`config.mk`:
```
export PLATFORM = sky130hd
export DESIGN_NAME = dac_frame_feeder
export DESIGN_NICKNAME = d
export VERILOG_FILES = /design/src/rtl/dac_frame_feeder.sv
export SDC_FILE = /design/constraint.sdc
export NUM_CORES = 1
export LEC_CHECK = 0
export CAP_MARGIN = 5
export CORE_AREA = 2 2 173 302
export CTS_CLUSTER_SIZE = 28
export DETAILED_ROUTE_END_ITERATION = 16
export DIE_AREA = 0 0 175 304
export PLACE_DENSITY = 0.62
export SYNTH_ARGS = -nofsm -noshare
export SYNTH_HDL_FRONTEND = slang
export SYNTH_SLANG_ARGS = --single-unit
```
`constraint.sdc`:
```
create_clock -name clk -period 3.7 [get_ports clk]
set_input_delay 1.11 -clock clk [delete_from_list [all_inputs] [get_ports clk]]
set_output_delay 1.11 -clock clk [all_outputs]
set_load 0.02 [all_outputs]
```
`src/rtl/dac_frame_feeder.sv`:
```
// rtl/dac_frame_feeder.sv - paces buffered 12-bit sample pairs to the dual-channel SPI DAC serializer
module dac_frame_feeder #(
    parameter int DATA_W   = 12,
    parameter int DEPTH    = 16,
    parameter int RATE_DIV = 2500
) (
    input  logic                     clk,
    input  logic                     rst,
    input  logic                     en,
    input  logic                     in_valid,
    output logic                     in_ready,
    input  logic [DATA_W-1:0]        in_ch1,
    input  logic [DATA_W-1:0]        in_ch2,
    input  logic                     dac_ready,
    output logic                     load,
    output logic [DATA_W-1:0]        ch1_out,
    output logic [DATA_W-1:0]        ch2_out,
    output logic [$clog2(DEPTH):0]   level,
    output logic [15:0]              underrun_cnt,
    output logic                     late
);
    localparam int PTR_W = $clog2(DEPTH);
    localparam int TMR_W = $clog2(RATE_DIV);
    localparam logic [DATA_W-1:0] MID_SCALE = DATA_W'(1) << (DATA_W - 1);

    typedef enum logic [1:0] {IDLE, WAIT, ISSUE} state_t;

    state_t             state;
    logic [TMR_W-1:0]   timer;
    logic               tick;

    logic [DATA_W-1:0]  mem_ch1 [DEPTH];
    logic [DATA_W-1:0]  mem_ch2 [DEPTH];
    logic [PTR_W-1:0]   wr_ptr;
    logic [PTR_W-1:0]   rd_ptr;
    logic [PTR_W:0]     count;
    logic               full;
    logic               empty;
    logic               wr_en;
    logic               pop;

    assign empty    = (count == '0);
    assign in_ready = !full;
    assign wr_en    = in_valid && !full;
    // The head is only consumed when a frame is actually handed over.
    assign pop      = (state == WAIT) && dac_ready && !empty;
    assign level    = count;
    assign load     = (state == ISSUE);
    assign tick     = en && (timer == TMR_W'(RATE_DIV - 1));

    // Sample-period timer; held at zero while pacing is disabled.
    always_ff @(posedge clk) begin
        if (rst || !en) begin
            timer <= '0;
        end else if (tick) begin
            timer <= '0;
        end else begin
            timer <= timer + TMR_W'(1);
        end
    end

    // Sample storage; contents need no reset because pointers gate visibility.
    always_ff @(posedge clk) begin
        if (wr_en) begin
            mem_ch1[wr_ptr] <= in_ch1;
            mem_ch2[wr_ptr] <= in_ch2;
        end
    end

    // FIFO pointers, occupancy and registered full flag.
    always_ff @(posedge clk) begin
        if (rst) begin
            wr_ptr <= '0;
            rd_ptr <= '0;
            count  <= '0;
            full   <= 1'b0;
        end else begin
            if (wr_en) begin
                wr_ptr <= wr_ptr + PTR_W'(1);
            end
            if (pop) begin
                rd_ptr <= rd_ptr + PTR_W'(1);
            end
            case ({wr_en, pop})
                2'b10: begin
                    count <= count + (PTR_W+1)'(1);
                    full  <= (count == (PTR_W+1)'(DEPTH - 1));
                end
                2'b01: begin
                    count <= count - (PTR_W+1)'(1);
                    full  <= 1'b0;
                end
                default: begin
                    count <= count;
                    full  <= full;
                end
            endcase
        end
    end

    // Frame handshake FSM: registers the outgoing pair, tracks underruns and dropped ticks.
    always_ff @(posedge clk) begin
        if (rst) begin
            state        <= IDLE;
            ch1_out      <= MID_SCALE;
            ch2_out      <= MID_SCALE;
            underrun_cnt <= '0;
            late         <= 1'b0;
        end else begin
            case (state)
                IDLE: begin
                    if (tick) begin
                        state <= WAIT;
                    end
                end
                WAIT: begin
                    // A tick arriving while the previous frame is still pending is lost.
                    if (tick) begin
                        late <= 1'b1;
                    end
                    if (dac_ready) begin
                        state <= ISSUE;
                        if (!empty) begin
                            ch1_out <= mem_ch1[rd_ptr];
                            ch2_out <= mem_ch2[rd_ptr];
                        end else if (underrun_cnt != 16'hFFFF) begin
                            underrun_cnt <= underrun_cnt + 16'd1;
                        end
                    end
                end
                ISSUE: begin
                    state <= tick ? WAIT : IDLE;
                end
                default: begin
                    state <= IDLE;
                end
            endcase
        end
    end
endmodule

```
==> key figures <==
Final layout
  • Most common cell after layout, fill and taps aside: edfxtp_1
  • Layout cells sized above 1: 0.218
  • Commonest non-fill, non-tap cells in the layout: edfxtp_1, mux4_2, clkdlybuf4s50_1, dfxtp_1, mux2i_1
  • # fillers: between 4000 and 5000
  • Final instance area: 20900 um^2
  • Final net count: between 1000 and 1500
  • Multi-input logic area: ~4500 um^2
  • Seq. cell area: approximately 13000 um^2
  • Area grow syn2layout: 19.0%

Routing
  • Final WL: slightly below 40000 um
  • DRT Pass-1 Iters: 5
  • # DRC: 0
  • DRT iter0 DRCs: 760
  • WL/cell: 22.6 um
  • Routed vias: a little over 9000
  • Vias per Instance: 5.23
  • Antenna viol nets, final: 0

CTS
  • Clock latency on the worst-skew pair: about 0.56 ns
  • H-tree depth: 2
  • Post-cts sizing count: 0
  • Post-CTS Hold Buffers: 0
  • CTS Sinks: 453
  • CTS tree: built
  • Post-CTS Setup Inserts: 0
  • Num CTS Buffers: 39
  • Clock buffer depth: 3
  • Worst-path clk slew: around 0.070 ns
  • Clock Tree Root: clkbuf_16

Logic synthesis
  • Syn. warnings: 0
  • #FFs+latches synth: around 450
  • Top_reg_cell synth: edfxtp_1
  • Cell variety after synth: between 50 and 60
  • Post-synth EDFFs: ~380
  • Mean Syn Cell Area: roughly 19 um^2
  • Sequential share of the synthesized area: 0.734
  • Synthesized instance count: around 940
  • Ys async rst share: 0
  • Syn Std Cell Area: between 15000 and 20000 um^2
  • Syn_nets: around 1000

GRT
  • Largest net degree at the start of global routing: 45
  • GRT overflow: 0
  • First-pass GRT wire length: ~60000 um
  • Vias in the first global route: ~9600
  • Total GRT Usage: 0.150
  • Initial antenna violation count: 4

Timing
  • Tcrit/Tclk final: 0.795
  • Endpoints failing hold: 0
  • Crit path time final: ~2.9 ns
  • Max Fclk: between 300 and 400 MHz
  • Final setup viols: 0
  • Clock Skews: around 0.024 ns
  • Setup TNS: 0 ns
  • Pins Over Slew Limit: 0
  • Worst slew pin tran: 1.22 ns
  • RSZ-0062 raised after global routing: false
  • Slew margin rel.: 0.178

Placement
  • IO Port Bufs: 76
  • Post-DP HPWL: about 24000 um
  • Cell Area, Placed: between 15000 and 20000 um^2
  • Final GP Congestion: 0.800

Floorplanning
  • Die Wd: approximately 180 um
  • Initial Util: 0.344
  • Die Y: about 300 um
  • Die Footprint: 53200 um^2
  • Core area: just over 50000 um^2
  • Row cnt: 110
  • # IOs: 77

Status
  • Status: complete, no violations

Critical path
  • CP Data Required Time: approximately 2.6 ns
  • Cell family with most CP delay: buffers and inverters
  • Crit Path Category: reg -> out
  • CP bufs+invs: 1
  • Slowest stage delay, CP: a little under 0.7 ns
  • Critical Path AT: around 1.8 ns
  • Max Fanout on Critical Path: 11
  • CP cell instances: clkdlybuf4s50_1
  • Critical Path Sink Type: primary output
  • Crit-path slowest cell: clkdlybuf4s50_1
  • CP startpoint kind: register

Power
  • Static Leak: between 6 and 7 nW
  • Maximum vdd drop: roughly 0.00027 V
  • Pwr/cell area: approximately 480 nW/um^2

Min path
  • Worst Hold Class: reg -> reg

Flow run
  • MaxCap Viol Count: 0
[per-stage QoR]
stage | util | hold slack (ns) | setup WS, ns | total power, mW | std cells
final | 0.410 | 0.468 | 0.760 | 10.1 | 1756
after global routing | 0.410 | 0.495 | 0.663 | 10.4 | 1756
after CTS | 0.410 | 0.477 | 0.734 | 10.2 | 1753
after detailed placement | 0.384 | 0.459 | 0.234 | 5.97 | 1681
after global placement | 0.384 | 0.453 | 0.272 | 5.96 | 1681
after floorplan | - | 0.442 | 0.414 | 5.81 | 939
[path summary, 6_finish.rpt]
kind | from | endpoint | slack [ns] | cells after the start
max | level[4]$_SDFFE_PP0P_ | level[4] | 0.76 | 1
min | ch1_out[11]$_SDFFE_PP1P_ | ch1_out[11]$_SDFFE_PP1P_ | 0.47 | 1
max reg2reg | level[1]$_SDFFE_PP0P_ | level[2]$_SDFFE_PP0P_ | 1.01 | 10
min reg2reg | ch1_out[11]$_SDFFE_PP1P_ | ch1_out[11]$_SDFFE_PP1P_ | 0.47 | 1
[registers in the layout, indices dropped and copies added, names as in the netlist]
name	flops
timer	12
full	1
underrun_cnt	16
rd_ptr	4
ch1_out	12
level	5
mem_ch1	192
state	2
wr_ptr	4
mem_ch2	192
ch2_out	12
late	1
[power breakdown]
part / total (mW) / switching, mW / internal [mW]
registers: 5.60 / 0.0201 / 5.58
logic: 0.252 / 0.162 / 0.0893
clock network: 4.23 / 1.85 / 2.38
[synth_stat cells, types with 9 or more instances]
| cell | n | area share |
|---|---|---|
| or3_1 | 9 | 0.0032 |
| mux2i_1 | 47 | 0.027 |
| dfxtp_1 | 69 | 0.079 |
| or4_1 | 10 | 0.0043 |
| xor2_1 | 11 | 0.0055 |
| mux4_2 | 96 | 0.12 |
| a21oi_1 | 20 | 0.0057 |
| o221ai_1 | 23 | 0.011 |
| edfxtp_1 | 384 | 0.66 |
| ha_1 | 11 | 0.0078 |
| nor2_1 | 41 | 0.0088 |
| o31ai_1 | 9 | 0.0038 |
| nor3_1 | 10 | 0.0028 |
| nand4_1 | 9 | 0.0032 |
| inv_1 | 13 | 0.0028 |
| nand3_1 | 36 | 0.010 |
| buf_2 | 12 | 0.0034 |
| nand2_1 | 19 | 0.0041 |
| clkbuf_1 | 36 | 0.0077 |
[layout make-up]
cell class	count	share of cell area
clock buffer	51	0.0517
multi-input combinational	418	0.217
sequential	453	0.617
timing repair buffer	124	0.0589
antenna	3	0.000359
tap	672	0.0402
clock inverter	21	0.0121
inverter	14	0.00251
[cells by family (layout without fill, tap and decap cells)]
family          count (synthesis)  in the layout  share of synthesized area
xor+xnor                       19             19                    0.00946
mux                           144            144                      0.150
compound gates                 80             80                     0.0327
simple gates                  164            164                     0.0493
flops                         453            453                      0.734
buf+inv                        68            210                     0.0162
fa+ha+maj                      11             11                    0.00783
other cells                     0              3                          0
[layer usage]
metal,part of all wire,routed length [um],track usage,vias up
li1,-,-,-,4062
met1,0.37,14500,0.172,4789
met2,0.56,22000,0.278,272
met3,0.049,1960,0.0201,59
met4,0.029,1150,0.0634,2
met5,0.00033,13,0,-
Power figures use the tool's default switching activity.
==> variant 1 (config.mk and constraints unchanged) <==
Re-encode `state_t` (3 states) as one-hot, 3 bits wide.
--- a/src/rtl/dac_frame_feeder.sv
+++ b/src/rtl/dac_frame_feeder.sv
@@ -25,3 +25,3 @@
 
-    typedef enum logic [1:0] {IDLE, WAIT, ISSUE} state_t;
+    typedef enum logic [2:0] {IDLE = 3'b001, WAIT = 3'b010, ISSUE = 3'b100} state_t;
 
Formal check against the unedited RTL: no difference found for any inputs over 10 cycles, from zero or initial values and one cycle with rst high; not proved beyond that.
==> variant 1 against the original RTL <==
Wire length down 3.4%. Synthesized area is 1.5% higher. Largest power group unchanged. Total power down 2.2%. Worst setup slack better by 0.048 ns. Final area increased by 0.25%. Sequential power hardly changed. Sequential cell count up 1. Critical path type unchanged. Non-clock buffer count down 1.
==> variant 1: results (changes against the original RTL) <==
| Metric | Value |
|---|---|
| Cts bufs inserted | 40 (+2.6%) |
| Layout cells sized above 1 | 24.3% (+2.4 points) |
| Pint | 0.00788 W (-2.1%) |
| Synth Instances | 956 (+1.8%) |
| Vias in the first global route | 9608 (+0.44%) |
| Mapped Nets | 996 (+1.7%) |
| Reg2reg path depth | 6 (-4) |
| Max IR drop VDD | 0.251 mV (-7.0%) |
| Sequential area share after synthesis | 72.4% (-0.97 points) |
| Arr. time, crit path | 1.78 ns (-0.05 ns) |
| Complex-gate fraction of the synthesized area | 3.13% (-0.15 points) |
| Max Clk Rate | 346 MHz (+1.7%) |
| Dpl cells | 1700 (+1.1%) |
| First-pass GRT wire length | 58300 um (-2.3%) |
| Worst slack at placement | 0.308 ns (+0.0740 ns) |
| Vias after detailed routing | 9172 (-0.13%) |
| Ranking of synthesized cells by area | edfxtp_1, mux4_2, dfxtp_1 |
| Status | completed |
| Placed Area | 19700 um2 (+0.72%) |
| Final nets | 1110 (+1.8%) |
| DR vias/cell | 5.16 (-1.3%) |
| Yosys cell types | 55 (+5.8%) |
| XOR/XNOR Fraction of Synth Area | 0.883% (-0.063 points) |
| Syn-to-layout area delta | 17.6% |
| Synth top cells by count | edfxtp_1, mux4_2, nor2_1, dfxtp_1, mux2_2 |
| Least-Margin Pin Slew | 0.920 ns (-0.302 ns) |
| Clk_skew | 0.0201 ns (-0.00350 ns) |
| Port buffer count | 76 (unchanged) |
| Pin count of the biggest net entering global routing | 50 (+11%) |
| Initial antenna violation count | 2 (-2) |
| Starting DRT DRC Count | 646 (-15%) |
| P_leak | 6.44 nW (+2.3%) |
| Hpwl dp | 23000 um (-2.5%) |
| Placer Congestion | 0.768 (-4.1%) |
[variant 1: cell types whose count changed after synthesis, sizes merged, moves of 11 or more]
cell / delta
nand3: -21
nor2: +36
mux2: +35
nor2b: +11
a221o: +22
o221ai: -22
mux2i: -20
[variant 1: cells by family (layout without fill, tap and decap cells)]
kind of cell / after synthesis / after routing
and+or+nand+nor: 184 / 184
xor gates and xnor gates: 18 / 18
other: 0 / 3
AOI/OAI and AO/OA: 69 / 69
DFF: 454 / 454
adders and majority gates: 11 / 11
buffers and inverters: 61 / 206
muxes: 159 / 159
[variant 1: routing by layer]
layer  vias to the layer above  share of wire, %  GRT usage (%)
met4                         2               2.8           5.31
met1                      4806                38           16.5
met5                         -             0.034              0
met2                       209                55           27.1
li1                       4093                 -              -
met3                        62               4.3           2.32
[variant 1: area by class of cell]
cell class	count	area, um2
clock buffers	57	1110
repair buffers	123	1210
inverters	10	37.5
clock inverters	16	134
flip-flops and latches	454	12900
diodes	3	7.51
well taps	672	841
multi-input cells	441	4710
fillers	4495	30100
[variant 1: power groups by stage]
stage          clock network [W]  registers, W  logic (W)
2_1_floorplan                  0       0.00573   0.000106
3_3_place_gp                   0       0.00573   0.000245
3_5_place_dp                   0       0.00573   0.000252
4_1_cts                  0.00413       0.00562   0.000253
5_1_grt                  0.00430       0.00562   0.000273
6_report                 0.00400       0.00562   0.000249
[variant 1: final timing paths]
path / start / endpoint / slack [ns]
worst min-delay path: timer[0] / timer[0] / 0.46
worst min register to register: timer[0] / timer[0] / 0.46
worst max register to register: level[2] / full / 1.28
worst max-delay path: level[1] / level[1] / 0.81
==> variant 2 (config.mk and constraints unchanged) <==
Without the edit above. The parameter `DATA_W` goes from 12 to 18.
--- a/src/rtl/dac_frame_feeder.sv
+++ b/src/rtl/dac_frame_feeder.sv
@@ -2,3 +2,3 @@
 module dac_frame_feeder #(
-    parameter int DATA_W   = 12,
+    parameter int DATA_W   = 18,
     parameter int DEPTH    = 16,
Ports: changed (resized ch1_out, ch2_out, in_ch1 and in_ch2); port bits go from 77 to 101. The function was not compared with the original's and may differ.
==> variant 2 against the original RTL <==
Final area is 41% higher. Wire length is 37% higher. Critical path depth stayed put. Synthesized cell count is 35% higher. Worst setup slack worse by 0.21 ns. Sequential cell count is 204 higher. Total power is 43% higher. Synthesized area is 44% higher. Largest power group unchanged. Sequential power is 46% higher.
==> variant 2: results (changes against the original RTL) <==
| Metric | Value |
|---|---|
| Placer Congestion | 0.822 (+2.8%) |
| GR Util All Layers | 20.8% (+5.7 points) |
| Flop-to-flop setup slack | 0.85 ns (-0.16 ns) |
| Delay-heaviest family, CP | flip-flops |
| Initial antenna violation count | 1 (-3) |
| Final nets | 1457 (+34%) |
| Syn Area/Cell | 20.1 um2 (+7.2%) |
| CTS resizes | 0 (unchanged) |
| Arr. time, crit path | 2.04 ns (+0.21 ns) |
| Post-detailed-route wirelength per cell | 25.6 um (+13%) |
| Diode count | 0 (-3) |
| Pin count of the biggest net entering global routing | 51 (+13%) |
| Cts bufs inserted | 56 (+44%) |
| Worst slack at placement | 0.139 ns (-0.0953 ns) |
| Sequential area share after synthesis | 74.6% (+1.2 points) |
| Hpwl dp | 29600 um (+25%) |
| First-pass GRT wire length | 82300 um (+38%) |
| Max stage delay on crit path | 0.72 ns (+0.03 ns) |
| Least-Margin Pin Slew | 1.01 ns (-0.209 ns) |
| Layout cells sized above 1 | 24.4% (+2.6 points) |
| Status | completed |
| Max IR drop VDD | 0.396 mV (+47%) |
| Complex-gate fraction of the synthesized area | 2.60% (-0.68 points) |
| Post-Synth Adder-Cell Area | 0.543% (-0.24 points) |
| First-pass iteration count of the detailed router | 7 (+2) |
| Reg-to-reg endpoint | level[4] |
| Synth top cells by count | edfxtp_1, mux4_2, nor2_1, dfxtp_1, mux2_2 |
| Fillers | 3788 (-16%) |
| XOR/XNOR Fraction of Synth Area | 0.622% (-0.32 points) |
| Number of synthesized flops with an enable pin | 576 (+50%) |
| Setup ws final | 0.546 ns (-0.214 ns) |
| Share of flip-flops with an asynchronous set or reset | 0% (unchanged) |
| Ranking of synthesized cells by area | edfxtp_1, mux4_2, dfxtp_1 |
| Skew-Pair Late Insertion Delay | 0.60 ns (+0.04 ns) |
| Pint | 0.0116 W (+43%) |
| Clk_skew | 0.0206 ns (-0.00302 ns) |
| Port buffer count | 100 (+32%) |
| Biggest regs | mem_ch1: 288 flops, mem_ch2: 288 flops |
| Vias after detailed routing | 12500 (+36%) |
| Dpl cells | 2019 (+20%) |
| Multiplexer share of the synthesized area | 16.3% (+1.3 points) |
| Critical Path Fanout Max | 12 (+1) |
| Yosys cell types | 58 (+12%) |
| P_leak | 9.07 nW (+44%) |
| Starting DRT DRC Count | 1012 (+33%) |
| Reg2reg path depth | 9 (-1) |
| Slowest cell on crit path | dfxtp_1 |
| R2r startpoint | level[0] |
| DR vias/cell | 5.89 (+13%) |
-- variant 2: worst reg2reg max path, cell delays in order (launching register included) --
cell     delay, ns
dfxtp_1       0.41
or4_4         0.65
o21ai_4       0.27
inv_1         0.11
ha_1          0.25
buf_4         0.18
or4b_2        0.63
a21oi_1       0.15
a31oi_1       0.06
nand3_1       0.11
-- variant 2: logic make-up after synthesis --
group,count (synthesis)
xor gates and xnor gates,18
and+or+nand+nor,192
muxes,228
buffers and inverters,78
DFF,657
adders and majority gates,11
AOI/OAI and AO/OA,79
-- variant 2: final cells by class --
cell class	instances	area share (%)
Multi-Input combinational cell	528	21.1
Clock buffer	72	5.09
Timing Repair Buffer	151	5.56
Tap cell	672	2.85
Inverter	11	0.140
Clock inverter	32	1.11
Sequential cell	657	64.1
-- variant 2: worst min-delay path by stage --
| stage | startpoint | to | slack [ns] | cells after the start |
|---|---|---|---|---|
| after detailed placement | timer[0] | timer[0] | 0.46 | 1 |
| after global routing | ch2_out[10] | ch2_out[10] | 0.50 | 1 |
| after CTS | timer[0] | timer[0] | 0.47 | 1 |
| final | timer[0] | timer[0] | 0.47 | 1 |
| after floorplan | timer[0] | timer[0] | 0.43 | 1 |
| after global placement | timer[0] | timer[0] | 0.44 | 1 |
-- variant 2: power by group through the flow --
stage | logic [W] | clock network, W | registers, W
after floorplan | 0.000147 | 0 | 0.00832
after global placement | 0.000345 | 0 | 0.00831
after detailed placement | 0.000358 | 0 | 0.00832
after CTS | 0.000358 | 0.00602 | 0.00816
after global routing | 0.000384 | 0.00630 | 0.00816
final | 0.000353 | 0.00589 | 0.00816
-- variant 2: routing by layer --
layer  share of wire (%)  routed length, um  track usage (%)  vias to the layer above
li1                    -                  -                -                     5467
met1                  40              21900             26.9                     6696
met2                  53              29100             36.9                      275
met3                 4.2               2260             2.87                       75
met4                 2.0               1090             5.35                        2
met5               0.024                 13                0                        -
-- variant 2: per-stage QoR --
stage / util, % / cell area (um2)
6_report: 57.8 / 29500
5_1_grt: 57.8 / 29500
4_1_cts: 57.8 / 29500
3_5_place_dp: 54.2 / 27700
3_3_place_gp: 54.2 / 27700
2_1_floorplan: - / 25400
